**src/rtl/fft_twiddle_seq_gen_pkg.sv**
```systemverilog
// Shared definitions for the twiddle-factor generator: FSM states, default
// table sizing and the elaboration-time cosine table function.
package fft_twid_pkg;

  typedef enum logic [1:0] {
    IDLE  = 2'd0,
    RUN   = 2'd1,
    DRAIN = 2'd2
  } twid_state_e;

  // Default FFT size used by the top module parameters.
  localparam int N_LOG2_DEF = 5;
  localparam int QLEN       = (2 ** N_LOG2_DEF) / 4 + 1;
  localparam int STRIDE_W   = $clog2(N_LOG2_DEF);

  // round(2^frac_w * cos(2*pi*r/N)), half away from zero. The cosine is a
  // Taylor series so the table can be evaluated as a constant function.
  function automatic int twid_cos_q(input int n_log2, input int frac_w, input int r);
    real x;
    real term;
    real sum;
    real scaled;
    int  res;
    x    = 3.14159265358979323846 * real'(r) * 2.0 / real'(2 ** n_log2);
    term = 1.0;
    sum  = 1.0;
    for (int i = 1; i <= 24; i++) begin
      term = -term * x * x / real'((2 * i - 1) * (2 * i));
      sum  = sum + term;
    end
    scaled = sum * real'(2 ** frac_w);
    if (scaled >= 0.0) begin
      res = $rtoi(scaled + 0.5);
    end else begin
      res = -$rtoi(0.5 - scaled);
    end
    return res;
  endfunction

endpackage

```
**src/rtl/fft_twiddle_seq_gen_rom.sv**
```systemverilog
// Synchronous-read twiddle ROM with two read ports.
// Default build: quarter-wave cosine table, ports read C[addr_a] and C[addr_b].
// With FFT_TWID_FULL_ROM_EN defined: full N-entry table, data_a = re[addr_a],
// data_b = im[addr_b] (forward direction).
module fft_twid_quarter_rom
  import fft_twid_pkg::*;
#(
  parameter int N_LOG2 = 5,
  parameter int DATA_W = 16,
  parameter int FRAC_W = DATA_W - 2
) (
  input  logic              clk,
  input  logic              rst,
  input  logic              en,
  input  logic [N_LOG2-1:0] addr_a,
  input  logic [N_LOG2-1:0] addr_b,
  output logic [DATA_W-1:0] data_a,
  output logic [DATA_W-1:0] data_b
);

  localparam int NQ = (2 ** N_LOG2) / 4;

`ifdef FFT_TWID_FULL_ROM_EN
  localparam int DEPTH = 2 ** N_LOG2;

  // Full complex table, folded once at elaboration time.
  function automatic logic [DEPTH*DATA_W-1:0] build_tab(input bit want_im);
    logic [DEPTH*DATA_W-1:0] t;
    int q;
    int r;
    int c;
    int cp;
    int re;
    int im;
    t = {(DEPTH*DATA_W){1'b0}};
    for (int k = 0; k < DEPTH; k++) begin
      q  = k / NQ;
      r  = k % NQ;
      c  = twid_cos_q(N_LOG2, FRAC_W, r);
      cp = twid_cos_q(N_LOG2, FRAC_W, NQ - r);
      case (q)
        32'sd0:  begin re = c;   im = -cp; end
        32'sd1:  begin re = -cp; im = -c;  end
        32'sd2:  begin re = -c;  im = cp;  end
        32'sd3:  begin re = cp;  im = c;   end
        default: begin re = 0;   im = 0;   end
      endcase
      t[k*DATA_W +: DATA_W] = want_im ? DATA_W'(im) : DATA_W'(re);
    end
    return t;
  endfunction

  localparam logic [DEPTH*DATA_W-1:0] TAB_A = build_tab(1'b0);
  localparam logic [DEPTH*DATA_W-1:0] TAB_B = build_tab(1'b1);
`else
  // Quarter-wave cosine table C[0..N/4].
  function automatic logic [(NQ+1)*DATA_W-1:0] build_tab();
    logic [(NQ+1)*DATA_W-1:0] t;
    t = {((NQ+1)*DATA_W){1'b0}};
    for (int r = 0; r <= NQ; r++) begin
      t[r*DATA_W +: DATA_W] = DATA_W'(twid_cos_q(N_LOG2, FRAC_W, r));
    end
    return t;
  endfunction

  localparam logic [(NQ+1)*DATA_W-1:0] TAB_A = build_tab();
  localparam logic [(NQ+1)*DATA_W-1:0] TAB_B = TAB_A;
`endif

  // Registered read; holds its data while the downstream pipeline is stalled.
  always_ff @(posedge clk or posedge rst) begin
    if (rst) begin
      data_a <= {DATA_W{1'b0}};
      data_b <= {DATA_W{1'b0}};
    end else if (en) begin
      data_a <= TAB_A[int'(addr_a)*DATA_W +: DATA_W];
      data_b <= TAB_B[int'(addr_b)*DATA_W +: DATA_W];
    end
  end

endmodule

```
**src/rtl/fft_twiddle_seq_gen.sv**
```systemverilog
// Twiddle-factor sequencer: streams W_N^k for all k of one radix-2 stage over
// a valid/ready handshake through a 3-stage stallable pipeline
// (P1 fold control, P2 ROM read, P3 sign/swap).
// Build option FFT_TWID_FULL_ROM_EN selects a full complex ROM instead of the
// quarter-wave table plus fold; outputs and timing are identical.
module fft_twiddle_seq_gen
  import fft_twid_pkg::*;
#(
  parameter int N_LOG2 = N_LOG2_DEF,
  parameter int DATA_W = 16,
  parameter int FRAC_W = DATA_W - 2
) (
  input  logic                       clk,
  input  logic                       rst,
  input  logic                       start,
  input  logic [$clog2(N_LOG2)-1:0]  stage,
  input  logic                       inverse,
  output logic                       busy,
  output logic                       out_valid,
  input  logic                       out_ready,
  output logic [DATA_W-1:0]          tw_re,
  output logic [DATA_W-1:0]          tw_im,
  output logic [N_LOG2-1:0]          out_k,
  output logic                       out_last
);

  localparam int SH_W = $clog2(N_LOG2);
`ifndef FFT_TWID_FULL_ROM_EN
  localparam int NQ = (2 ** N_LOG2) / 4;
`endif

  twid_state_e       state_r;
  logic [SH_W-1:0]   stage_r;
  logic              inv_r;
  logic [N_LOG2-1:0] j_r;
  logic              busy_r;

  logic              v1_r, v2_r, v3_r;
  logic [N_LOG2-1:0] k1_r, k2_r, k3_r;
  logic [N_LOG2-1:0] ra1_r, rb1_r;
  logic              inv1_r, inv2_r;
  logic              last1_r, last2_r, last3_r;
  logic [DATA_W-1:0] re3_r, im3_r;
`ifndef FFT_TWID_FULL_ROM_EN
  logic [1:0]        q1_r, q2_r;
`endif

  logic              adv1_s, adv2_s, adv3_s, issue_s;
  logic [SH_W-1:0]   sh_s;
  logic [N_LOG2-1:0] k_s, jmax_s, ra_s, rb_s;
  logic              last_j_s;
  logic [DATA_W-1:0] rom_a_s, rom_b_s;
  logic [DATA_W-1:0] re_s, im_fold_s, im_s;

  // Stall propagation: a stage may load when it is empty or it is moving on.
  always_comb begin
    adv3_s  = !v3_r || out_ready;
    adv2_s  = !v2_r || adv3_s;
    adv1_s  = !v1_r || adv2_s;
    issue_s = (state_r == RUN) && adv1_s;
  end

  // Index generation for the current j and fold address selection.
  always_comb begin
    sh_s     = SH_W'(N_LOG2 - 1) - stage_r;
    k_s      = j_r << sh_s;
    jmax_s   = (N_LOG2'(1) << stage_r) - N_LOG2'(1);
    last_j_s = (j_r == jmax_s);
`ifdef FFT_TWID_FULL_ROM_EN
    ra_s     = k_s;
    rb_s     = k_s;
`else
    ra_s     = {2'b00, k_s[N_LOG2-3:0]};
    rb_s     = N_LOG2'(NQ) - ra_s;
`endif
  end

  // Sequencer FSM: latch the request, walk j, then wait for the last hand-off.
  always_ff @(posedge clk or posedge rst) begin
    if (rst) begin
      state_r <= IDLE;
      stage_r <= {SH_W{1'b0}};
      inv_r   <= 1'b0;
      j_r     <= {N_LOG2{1'b0}};
      busy_r  <= 1'b0;
    end else begin
      case (state_r)
        IDLE: begin
          if (start) begin
            state_r <= RUN;
            stage_r <= stage;
            inv_r   <= inverse;
            j_r     <= {N_LOG2{1'b0}};
            busy_r  <= 1'b1;
          end
        end
        RUN: begin
          if (adv1_s) begin
            if (last_j_s) begin
              state_r <= DRAIN;
            end else begin
              j_r <= j_r + N_LOG2'(1);
            end
          end
        end
        DRAIN: begin
          if (v3_r && out_ready && last3_r) begin
            state_r <= IDLE;
            busy_r  <= 1'b0;
          end
        end
        default: begin
          state_r <= IDLE;
          busy_r  <= 1'b0;
        end
      endcase
    end
  end

  // P1: register index, fold control and ROM addresses.
  always_ff @(posedge clk or posedge rst) begin
    if (rst) begin
      v1_r    <= 1'b0;
      k1_r    <= {N_LOG2{1'b0}};
      ra1_r   <= {N_LOG2{1'b0}};
      rb1_r   <= {N_LOG2{1'b0}};
      inv1_r  <= 1'b0;
      last1_r <= 1'b0;
`ifndef FFT_TWID_FULL_ROM_EN
      q1_r    <= 2'b00;
`endif
    end else if (adv1_s) begin
      v1_r    <= issue_s;
      k1_r    <= k_s;
      ra1_r   <= ra_s;
      rb1_r   <= rb_s;
      inv1_r  <= inv_r;
      last1_r <= last_j_s;
`ifndef FFT_TWID_FULL_ROM_EN
      q1_r    <= k_s[N_LOG2-1 -: 2];
`endif
    end
  end

  fft_twid_quarter_rom #(
    .N_LOG2 (N_LOG2),
    .DATA_W (DATA_W),
    .FRAC_W (FRAC_W)
  ) u_rom (
    .clk    (clk),
    .rst    (rst),
    .en     (adv2_s),
    .addr_a (ra1_r),
    .addr_b (rb1_r),
    .data_a (rom_a_s),
    .data_b (rom_b_s)
  );

  // P2: carry control alongside the ROM read.
  always_ff @(posedge clk or posedge rst) begin
    if (rst) begin
      v2_r    <= 1'b0;
      k2_r    <= {N_LOG2{1'b0}};
      inv2_r  <= 1'b0;
      last2_r <= 1'b0;
`ifndef FFT_TWID_FULL_ROM_EN
      q2_r    <= 2'b00;
`endif
    end else if (adv2_s) begin
      v2_r    <= v1_r;
      k2_r    <= k1_r;
      inv2_r  <= inv1_r;
      last2_r <= last1_r;
`ifndef FFT_TWID_FULL_ROM_EN
      q2_r    <= q1_r;
`endif
    end
  end

  // Quadrant sign/swap, then optional conjugation.
  always_comb begin
    re_s      = rom_a_s;
    im_fold_s = rom_b_s;
`ifndef FFT_TWID_FULL_ROM_EN
    case (q2_r)
      2'd0:    begin re_s = rom_a_s;  im_fold_s = -rom_b_s; end
      2'd1:    begin re_s = -rom_b_s; im_fold_s = -rom_a_s; end
      2'd2:    begin re_s = -rom_a_s; im_fold_s = rom_b_s;  end
      2'd3:    begin re_s = rom_b_s;  im_fold_s = rom_a_s;  end
      default: begin re_s = {DATA_W{1'b0}}; im_fold_s = {DATA_W{1'b0}}; end
    endcase
`endif
    if (inv2_r) begin
      im_s = -im_fold_s;
    end else begin
      im_s = im_fold_s;
    end
  end

  // P3: output register, held while the consumer stalls.
  always_ff @(posedge clk or posedge rst) begin
    if (rst) begin
      v3_r    <= 1'b0;
      re3_r   <= {DATA_W{1'b0}};
      im3_r   <= {DATA_W{1'b0}};
      k3_r    <= {N_LOG2{1'b0}};
      last3_r <= 1'b0;
    end else if (adv3_s) begin
      v3_r    <= v2_r;
      re3_r   <= re_s;
      im3_r   <= im_s;
      k3_r    <= k2_r;
      last3_r <= last2_r && v2_r;
    end
  end

  assign busy      = busy_r;
  assign out_valid = v3_r;
  assign tw_re     = re3_r;
  assign tw_im     = im3_r;
  assign out_k     = k3_r;
  assign out_last  = last3_r;

endmodule
```
**config.mk**
```make
export PLATFORM = sky130hd
export DESIGN_NAME = fft_twiddle_seq_gen
export DESIGN_NICKNAME = d
export VERILOG_FILES = /design/src/rtl/fft_twiddle_seq_gen_pkg.sv /design/src/rtl/fft_twiddle_seq_gen_rom.sv /design/src/rtl/fft_twiddle_seq_gen.sv
export SDC_FILE = /design/constraint.sdc
export NUM_CORES = 1
export LEC_CHECK = 0
export CAP_MARGIN = 15
export CORE_MARGIN = 2
export CORE_UTILIZATION = 40
export DETAILED_ROUTE_END_ITERATION = 6
export GPL_ROUTABILITY_DRIVEN = 0
export HOLD_SLACK_MARGIN = 0.06
export PLACE_DENSITY = 0.59
export SYNTH_ARGS = -nofsm -noshare
export SYNTH_HDL_FRONTEND = slang
export SYNTH_SLANG_ARGS = --single-unit
```
**constraint.sdc**
```tcl
create_clock -name clk -period 4.2 [get_ports clk]
set_input_delay 0.84 -clock clk [delete_from_list [all_inputs] [get_ports clk]]
set_output_delay 0.84 -clock clk [all_outputs]
set_load 0.03 [all_outputs]
```
==> impl_results.md, run 1 <==
* Yosys warning total at 0
* Switching power share of the total at 0.487
* Total number of nets in the final design at ~800
* Proportion of power drawn by combinational gates at 0.613
* Die Area at ~17000 um2
* Portion of netlist area occupied by mux cells at 0.0421
* Non-filler instance count after layout at 983
* Max capacitance violation total at 0
* Final setup vio count at 0
* Worst reg2reg path startpoint: k2_r[3]
* Area of the multi-input gates at 3570 um2
* Number of antenna violations at the first check in global routing at 0
* Critical Path Fanout Max at 29
* Avg Cell Area, Syn at around 8.5 um2
* Largest incremental delay on the critical path at 0.93 ns
* Synthesized netlist net count at between 700 and 800
* Overall overflow remaining after global route at 0
* Setup slack at placement at roughly 1.0 ns
* Cell at the root of the clock tree: sky130_fd_sc_hd__clkbuf_16
* Critical Path, Cell by Cell: clkinv_1 > nor3_1 > o2111ai_1 > nor3_1 > a31oi_1 > nand3b_1
* WP buf/inv at 1
* Flop and latch count out of synthesis at a little under 100
* Switching pwr at 3.28 mW
* Antenna diode count at 0
* Family with the most delay on the worst path: simple AND/OR/NAND/NOR gates
* Worst setup path category: reg2reg
* Post-CTS setup repair buffer count at 0
* Area contributors post-synth: sky130_fd_sc_hd__dfrtp_1, sky130_fd_sc_hd__nand2_1, sky130_fd_sc_hd__o21ai_0
* Shortest period the worst path allows at 3.21 ns
* Top-level port count at 48
* H-tree level count at 3
* DRT Wirelength at about 16000 um
* Worst setup EP type: register
* XOR/XNOR share of the synthesized area at 0.0675
* Area delta synth->final at 14.0%
* Number of instances in the synthesized netlist at around 750
* Slowest cell on the critical path: sky130_fd_sc_hd__dfrtp_1
* Measured slew at the worst slew-check pin at between 0.9 and 1 ns
* Max-Slew Margin vs Limit at 0.392
* Quantity of hold-fixing buffers added after cts at 0
* Tightest Hold Check Type: reg2reg
* Synth top area share at 0.389
* Launch instance of the worst min-delay path: out_k[0]
* Final setup skew at between 0.009 and 0.01 ns
* Adder-cell share of the synthesized area at 0.0433
* Int Power at between 3 and 4 mW
* Global-route wire length before repair at between 20000 and 30000 um
* Maximum clock frequency at 312 MHz
* Number of buffers created by CTS at 9
* Number of iterations in the first detailed-routing pass at 5
* Routed wire length per instance at ~16 um
* Vias per Instance at between 5 and 6
* Post-route ant nets at 0
* Seq/Total Area, Yosys at 0.389
* Chip Height at about 130 um
* Worst setup SP type: register
* Layout cells sized above 1 at 0.0756
* Source of the critical timing path: k2_r[3]
* Clk slew on worst S/H paths at 0.07 ns
* Horizontal die dimension at 130 um
* Final number of hold-violating endpoints at 0
* Placed Instance Area at around 7000 um2
* Number of filler instances in the final layout at around 1500
* Bufs on Longest Clock Path at 2
* Largest net degree at the start of global routing at 100
* Top post-synthesis cells by count: sky130_fd_sc_hd__nand2_1, sky130_fd_sc_hd__dfrtp_1, sky130_fd_sc_hd__o21ai_0, sky130_fd_sc_hd__nor2_1, sky130_fd_sc_hd__a21oi_1
* Cts repair resizes at 0
* Clock share of power at 0.115
* Leak pwr at between 3 and 4 nW
* Half-perimeter wire length of the detailed placement result at around 11000 um
* Clock latency reported for the late side of the worst-skew pair at between 0.3 and 0.4 ns
* Most instantiated flip-flop cell in the synthesis netlist: sky130_fd_sc_hd__dfrtp_1
* Slack of the critical path at roughly 0.99 ns
* Total area of sequential cells at between 2000 and 2500 um2
* Number of library cell types mapped by synthesis at 74
* Post-route setup TNS at 0 ns
* Core Rows at 46
* Number of cells after detailed placement at 968
* Leading cell type by number of instances after synthesis: sky130_fd_sc_hd__nand2_1
* Required @ worst endpoint at roughly 4.4 ns
* Fin crit share at 0.763
* Global Route Usage Sum at 0.193
* Core Box Area at 15700 um2
* Combinational family with the most area after synthesis: simple AND/OR/NAND/NOR gates
* Sequential group share of total power at 0.272
* Combined area of all synthesized cells at 6360 um2
* Number of global-route vias before repair at approximately 5100
* Status: finished clean
* Unrepaired setup endpoints after global routing: no
* Detailed-route via count at about 5300
* Remaining design rule violation count at 0
* DRT iter0 DRCs at 420
* Library cell with the largest summed area after synthesis: sky130_fd_sc_hd__dfrtp_1
* Power density cells at between 900 and 1000 nW/um2
* Initial Utilization at 0.405
* Fraction of synthesis flops using an asynchronous set or reset pin at 1.00
* Number of flops mapped to enable cells by yosys at 0
* Critical Path Most Common Cell: sky130_fd_sc_hd__nor3_1
* Compound-cell area share of the yosys netlist at 0.184
* Basic-gate share of the synthesized area counting and, or, nand and nor cells at 0.222
* Number of port buffers at 47
* Post-route design area at roughly 7300 um2
* Crit path arrival time at roughly 3.4 ns
* Clock tree from TritonCTS: done
* Clock tree sinks at 99
* Max VDD drop at just over 0.0003 V
* Max-slew violations at 0
==> path summary, 6_finish.rpt <==
| check | slack, ns | cells past startpoint | end |
|---|---|---|---|
| max | 0.99 | 6 | tw_im[15] |
| min | 0.47 | 2 | out_k[0] |
| max reg2reg | 0.99 | 6 | tw_im[15] |
| min reg2reg | 0.47 | 2 | out_k[0] |
| max in group asynchronous | 2.84 | 3 | tw_im[11] |
| min in group asynchronous | 0.95 | 3 | u_rom.data_a[4] |
==> per-stage QoR <==
step	utilization	total power, mW	hold slack [ns]
after floorplan	-	4.84	0.439
after global placement	0.444	5.86	0.448
after detailed placement	0.444	5.95	0.454
after CTS	0.461	6.76	0.470
after global routing	0.461	7.30	0.499
final	0.461	6.72	0.465
==> power by group through the flow <==
stage	Sequential (mW)	Clock, mW	Combinational [mW]
6_report	1.83	0.772	4.12
5_1_grt	1.90	0.828	4.57
4_1_cts	1.83	0.798	4.13
3_5_place_dp	1.85	0	4.11
3_3_place_gp	1.82	0	4.03
2_1_floorplan	1.90	0	2.94
==> layout make-up <==
type,count,share of cell area
Clock buffer,9,0.0311
Tap cell,216,0.0373
Sequential cell,99,0.342
Clock inverter,6,0.00569
Inverter,29,0.0154
Timing Repair Buffer,57,0.0770
Multi-Input combinational cell,567,0.492
==> state kept, by name, summed over array words and instances, names as in the netlist, 2 cells and up <==
signal        flops
j_r               5
k1_r              5
k2_r              5
out_k             5
rb1_r             3
stage_r           3
state_r           2
tw_im            16
tw_re            16
u_rom.data_a     14
u_rom.data_b     15
==> cells in the final DEF (no fill, tap or decap), types with 13 or more instances in the layout <==
| cell | Yosys | routed |
|---|---|---|
| sky130_fd_sc_hd__mux2i_1 | 14 | 14 |
| sky130_fd_sc_hd__nand2_1 | 132 | 132 |
| sky130_fd_sc_hd__o21ai_0 | 69 | 69 |
| sky130_fd_sc_hd__dfrtp_1 | 99 | 99 |
| sky130_fd_sc_hd__clkdlybuf4s50_1 | 0 | 47 |
| sky130_fd_sc_hd__nor2_1 | 45 | 45 |
| sky130_fd_sc_hd__nand3_1 | 13 | 13 |
| sky130_fd_sc_hd__ha_1 | 22 | 22 |
| sky130_fd_sc_hd__nor3_1 | 20 | 20 |
| sky130_fd_sc_hd__a21oi_1 | 38 | 38 |
| sky130_fd_sc_hd__xor2_1 | 25 | 25 |
| sky130_fd_sc_hd__inv_1 | 28 | 27 |
| sky130_fd_sc_hd__xnor2_1 | 24 | 24 |
==> tightest hold or removal path: stages (launching register included) <==
cell and delay [ns]:
sky130_fd_sc_hd__dfrtp_1 0.34, sky130_fd_sc_hd__nand2_1 0.05, sky130_fd_sc_hd__nand2_1 0.05
==> routing by layer <==
metal	vias to the layer above	part of all wire	GRT usage	routed length, um
met2	87	0.48	0.315	7420
met4	0	0.023	0.0860	354
met5	-	0	0	0
met1	2514	0.47	0.257	7340
li1	2646	-	-	-
met3	21	0.028	0.0279	439
==> cell families after synthesis <==
group / after synthesis
adder cells (fa/ha/maj): 22
buffers and inverters: 81
AO/OA/AOI/OAI: 185
XOR/XNOR: 49
AND/OR/NAND/NOR: 286
multiplexers: 25
flip-flops: 99
Power figures use the tool's default switching activity.
==> inputs of run 2 (changes only) <==
==> constraint.sdc (replaced) <==
create_clock -name clk -period 3.21 [get_ports clk]
set_input_delay 0.642 -clock clk [delete_from_list [all_inputs] [get_ports clk]]
set_output_delay 0.642 -clock clk [all_outputs]
set_load 0.03 [all_outputs]
==> impl_results.md, run 2 (synthesis gave the netlist of run 1 again) <==
* Overall overflow remaining after global route at 0
* Cell at the root of the clock tree: sky130_fd_sc_hd__clkbuf_16
* Max VDD drop at about 0.0005 V
* M2 GR Usage at 0.320
* Final setup skew at a little under 0.009 ns
* Core Rows at between 40 and 50
* Power density cells at about 1200 nW/um2
* Clock latency reported for the late side of the worst-skew pair at about 0.36 ns
* Crit path arrival time at ~3.2 ns
* Critical Path Fanout Max at 5
* Global-route wire length before repair at about 26000 um
* Max capacitance violation total at 0
* Final number of hold-violating endpoints at 0
* Met1 Use GR at 0.262
* Number of buffers created by CTS at 9
* Measured slew at the worst slew-check pin at about 0.63 ns
* Global Route Usage Sum at 0.198
* Number of port buffers at between 40 and 50
* DRT iter0 DRCs at roughly 390
* Total Power Consumption at approximately 9 mW
* Clock tree from TritonCTS: done
* Area of the multi-input gates at approximately 3600 um2
* Final setup vio count at 0
* Routed wire length per instance at approximately 16 um
* Horizontal die dimension at approximately 130 um
* Clk slew on worst S/H paths at around 0.070 ns
* Leak pwr at approximately 3.1 nW
* Worst setup path category: reg2reg
* Maximum clock frequency at around 340 MHz
* Setup slack at placement at 0.209 ns
* Initial Utilization at 0.405
* Number of filler instances in the final layout at around 1500
* Max-slew violations at 0
* Clock tree sinks at 99
* Top-level port count at 48
* Status: finished clean
* Total number of nets in the final design at between 800 and 900
* Detailed-route via count at 5390
* Layout cells sized above 1 at 0.0863
* Worst setup SP type: register
* Post-route ant nets at 0
* Largest net degree at the start of global routing at 100
* Fin crit share at 0.912
* Antenna diode count at 0
* Number of iterations in the first detailed-routing pass at 5
* Tightest Hold Check Type: reg2reg
* Remaining design rule violation count at 0
* Core Box Area at between 15000 and 20000 um2
* DRT Wirelength at approximately 16000 um
* Total area of sequential cells at around 2500 um2
* Number of global-route vias before repair at slightly above 5000
* Unrepaired setup endpoints after global routing: no
* H-tree level count at 3
* Slack of the critical path at 0.283 ns
* Number of antenna violations at the first check in global routing at 0
* Max-Slew Margin vs Limit at 0.579
* Post-CTS setup repair buffer count at 0
* Vias per Instance at ~5.4
* Most used cells in the layout excluding fill and tap cells: sky130_fd_sc_hd__nand2_1, sky130_fd_sc_hd__dfrtp_1, sky130_fd_sc_hd__o21ai_0
* Bufs on Longest Clock Path at 2
* Met3 usage in global routing at 0.0410
* Most Crowded Layer GR: met2
* Worst setup EP type: register
* Area delta synth->final at 15.7%
* Post-route setup TNS at 0 ns
* Chip Height at around 130 um
* Leading cell type in the layout, fill and taps excluded: sky130_fd_sc_hd__nand2_1
* Die Area at ~17000 um2
* Half-perimeter wire length of the detailed placement result at around 12000 um
* Shortest period the worst path allows at about 3 ns
* Required @ worst endpoint at approximately 3.5 ns
==> run 2: changes by cell type in the layout (fill, tap and decap cells not counted), sizes merged <==
| cell | change |
|---|---|
| clkinvlp | -2 |
| bufinv | +1 |
| buf | +8 |
| clkinv | +1 |
| clkbuf | +1 |
==> run 2: stage by stage <==
step | cell area, um2 | util | instances | hold WS (ns)
floorplan | 6370 | - | 747 | 0.439
global placement | 7050 | 0.448 | 976 | 0.450
detailed placement | 7050 | 0.448 | 976 | 0.456
CTS | 7360 | 0.468 | 992 | 0.473
global route | 7360 | 0.468 | 992 | 0.498
finish | 7360 | 0.468 | 992 | 0.467
==> run 2: timing repair <==
| item | in CTS | in global routing |
|---|---|---|
| gates resized for setup | 0 | 1 |
| hold buffers | 0 | 0 |
| endpoints found under the setup margin | 0 | 3 |
==> run 2: layout make-up <==
class | count | area share
sequential | 99 | 0.337
tap | 216 | 0.0367
clock buffer | 10 | 0.0325
clock inverter | 6 | 0.00986
inverter | 29 | 0.0153
multi-input combinational | 567 | 0.485
timing repair buffer | 65 | 0.0840
==> run 2: worst paths after layout <==
kind | slack [ns] | endpoint | depth (start not counted) | start
setup / recovery | 0.28 | j_r[3] | 12 | stage_r[0]
hold / removal | 0.47 | k1_r[3] | 2 | k1_r[3]
setup reg to reg | 0.28 | j_r[3] | 12 | stage_r[0]
hold reg to reg | 0.47 | k1_r[3] | 2 | k1_r[3]
max in group asynchronous | 2.03 | tw_re[9] | 3 | rst
min in group asynchronous | 0.78 | rb1_r[1] | 3 | rst
==> run 2: report_power, final <==
group,internal (mW),switching [mW]
clock,0.635,0.505
combinational,2.35,3.24
sequential,1.74,0.610
total,4.72,4.35
==> run 2: worst max-delay path, cell delays in order (launching register included) <==
cell and delay [ns]:
sky130_fd_sc_hd__dfrtp_1 0.39, sky130_fd_sc_hd__inv_1 0.13, sky130_fd_sc_hd__ha_1 0.20, sky130_fd_sc_hd__ha_1 0.24, sky130_fd_sc_hd__inv_1 0.07, sky130_fd_sc_hd__ha_1 0.23
sky130_fd_sc_hd__xnor2_1 0.22, sky130_fd_sc_hd__xnor2_1 0.12, sky130_fd_sc_hd__a2111oi_1 0.47, sky130_fd_sc_hd__a311oi_1 0.27, sky130_fd_sc_hd__o2111ai_1 0.27, sky130_fd_sc_hd__xor2_1 0.17
sky130_fd_sc_hd__nor2_1 0.05
==> run 2: per-layer routing <==
layer / up-vias / routed length, um / share of wire
met3: 33 / 591 / 0.037
met1: 2567 / 7400 / 0.47
li1: 2656 / - / -
met5: - / 0 / 0
met4: 0 / 495 / 0.031
met2: 134 / 7320 / 0.46
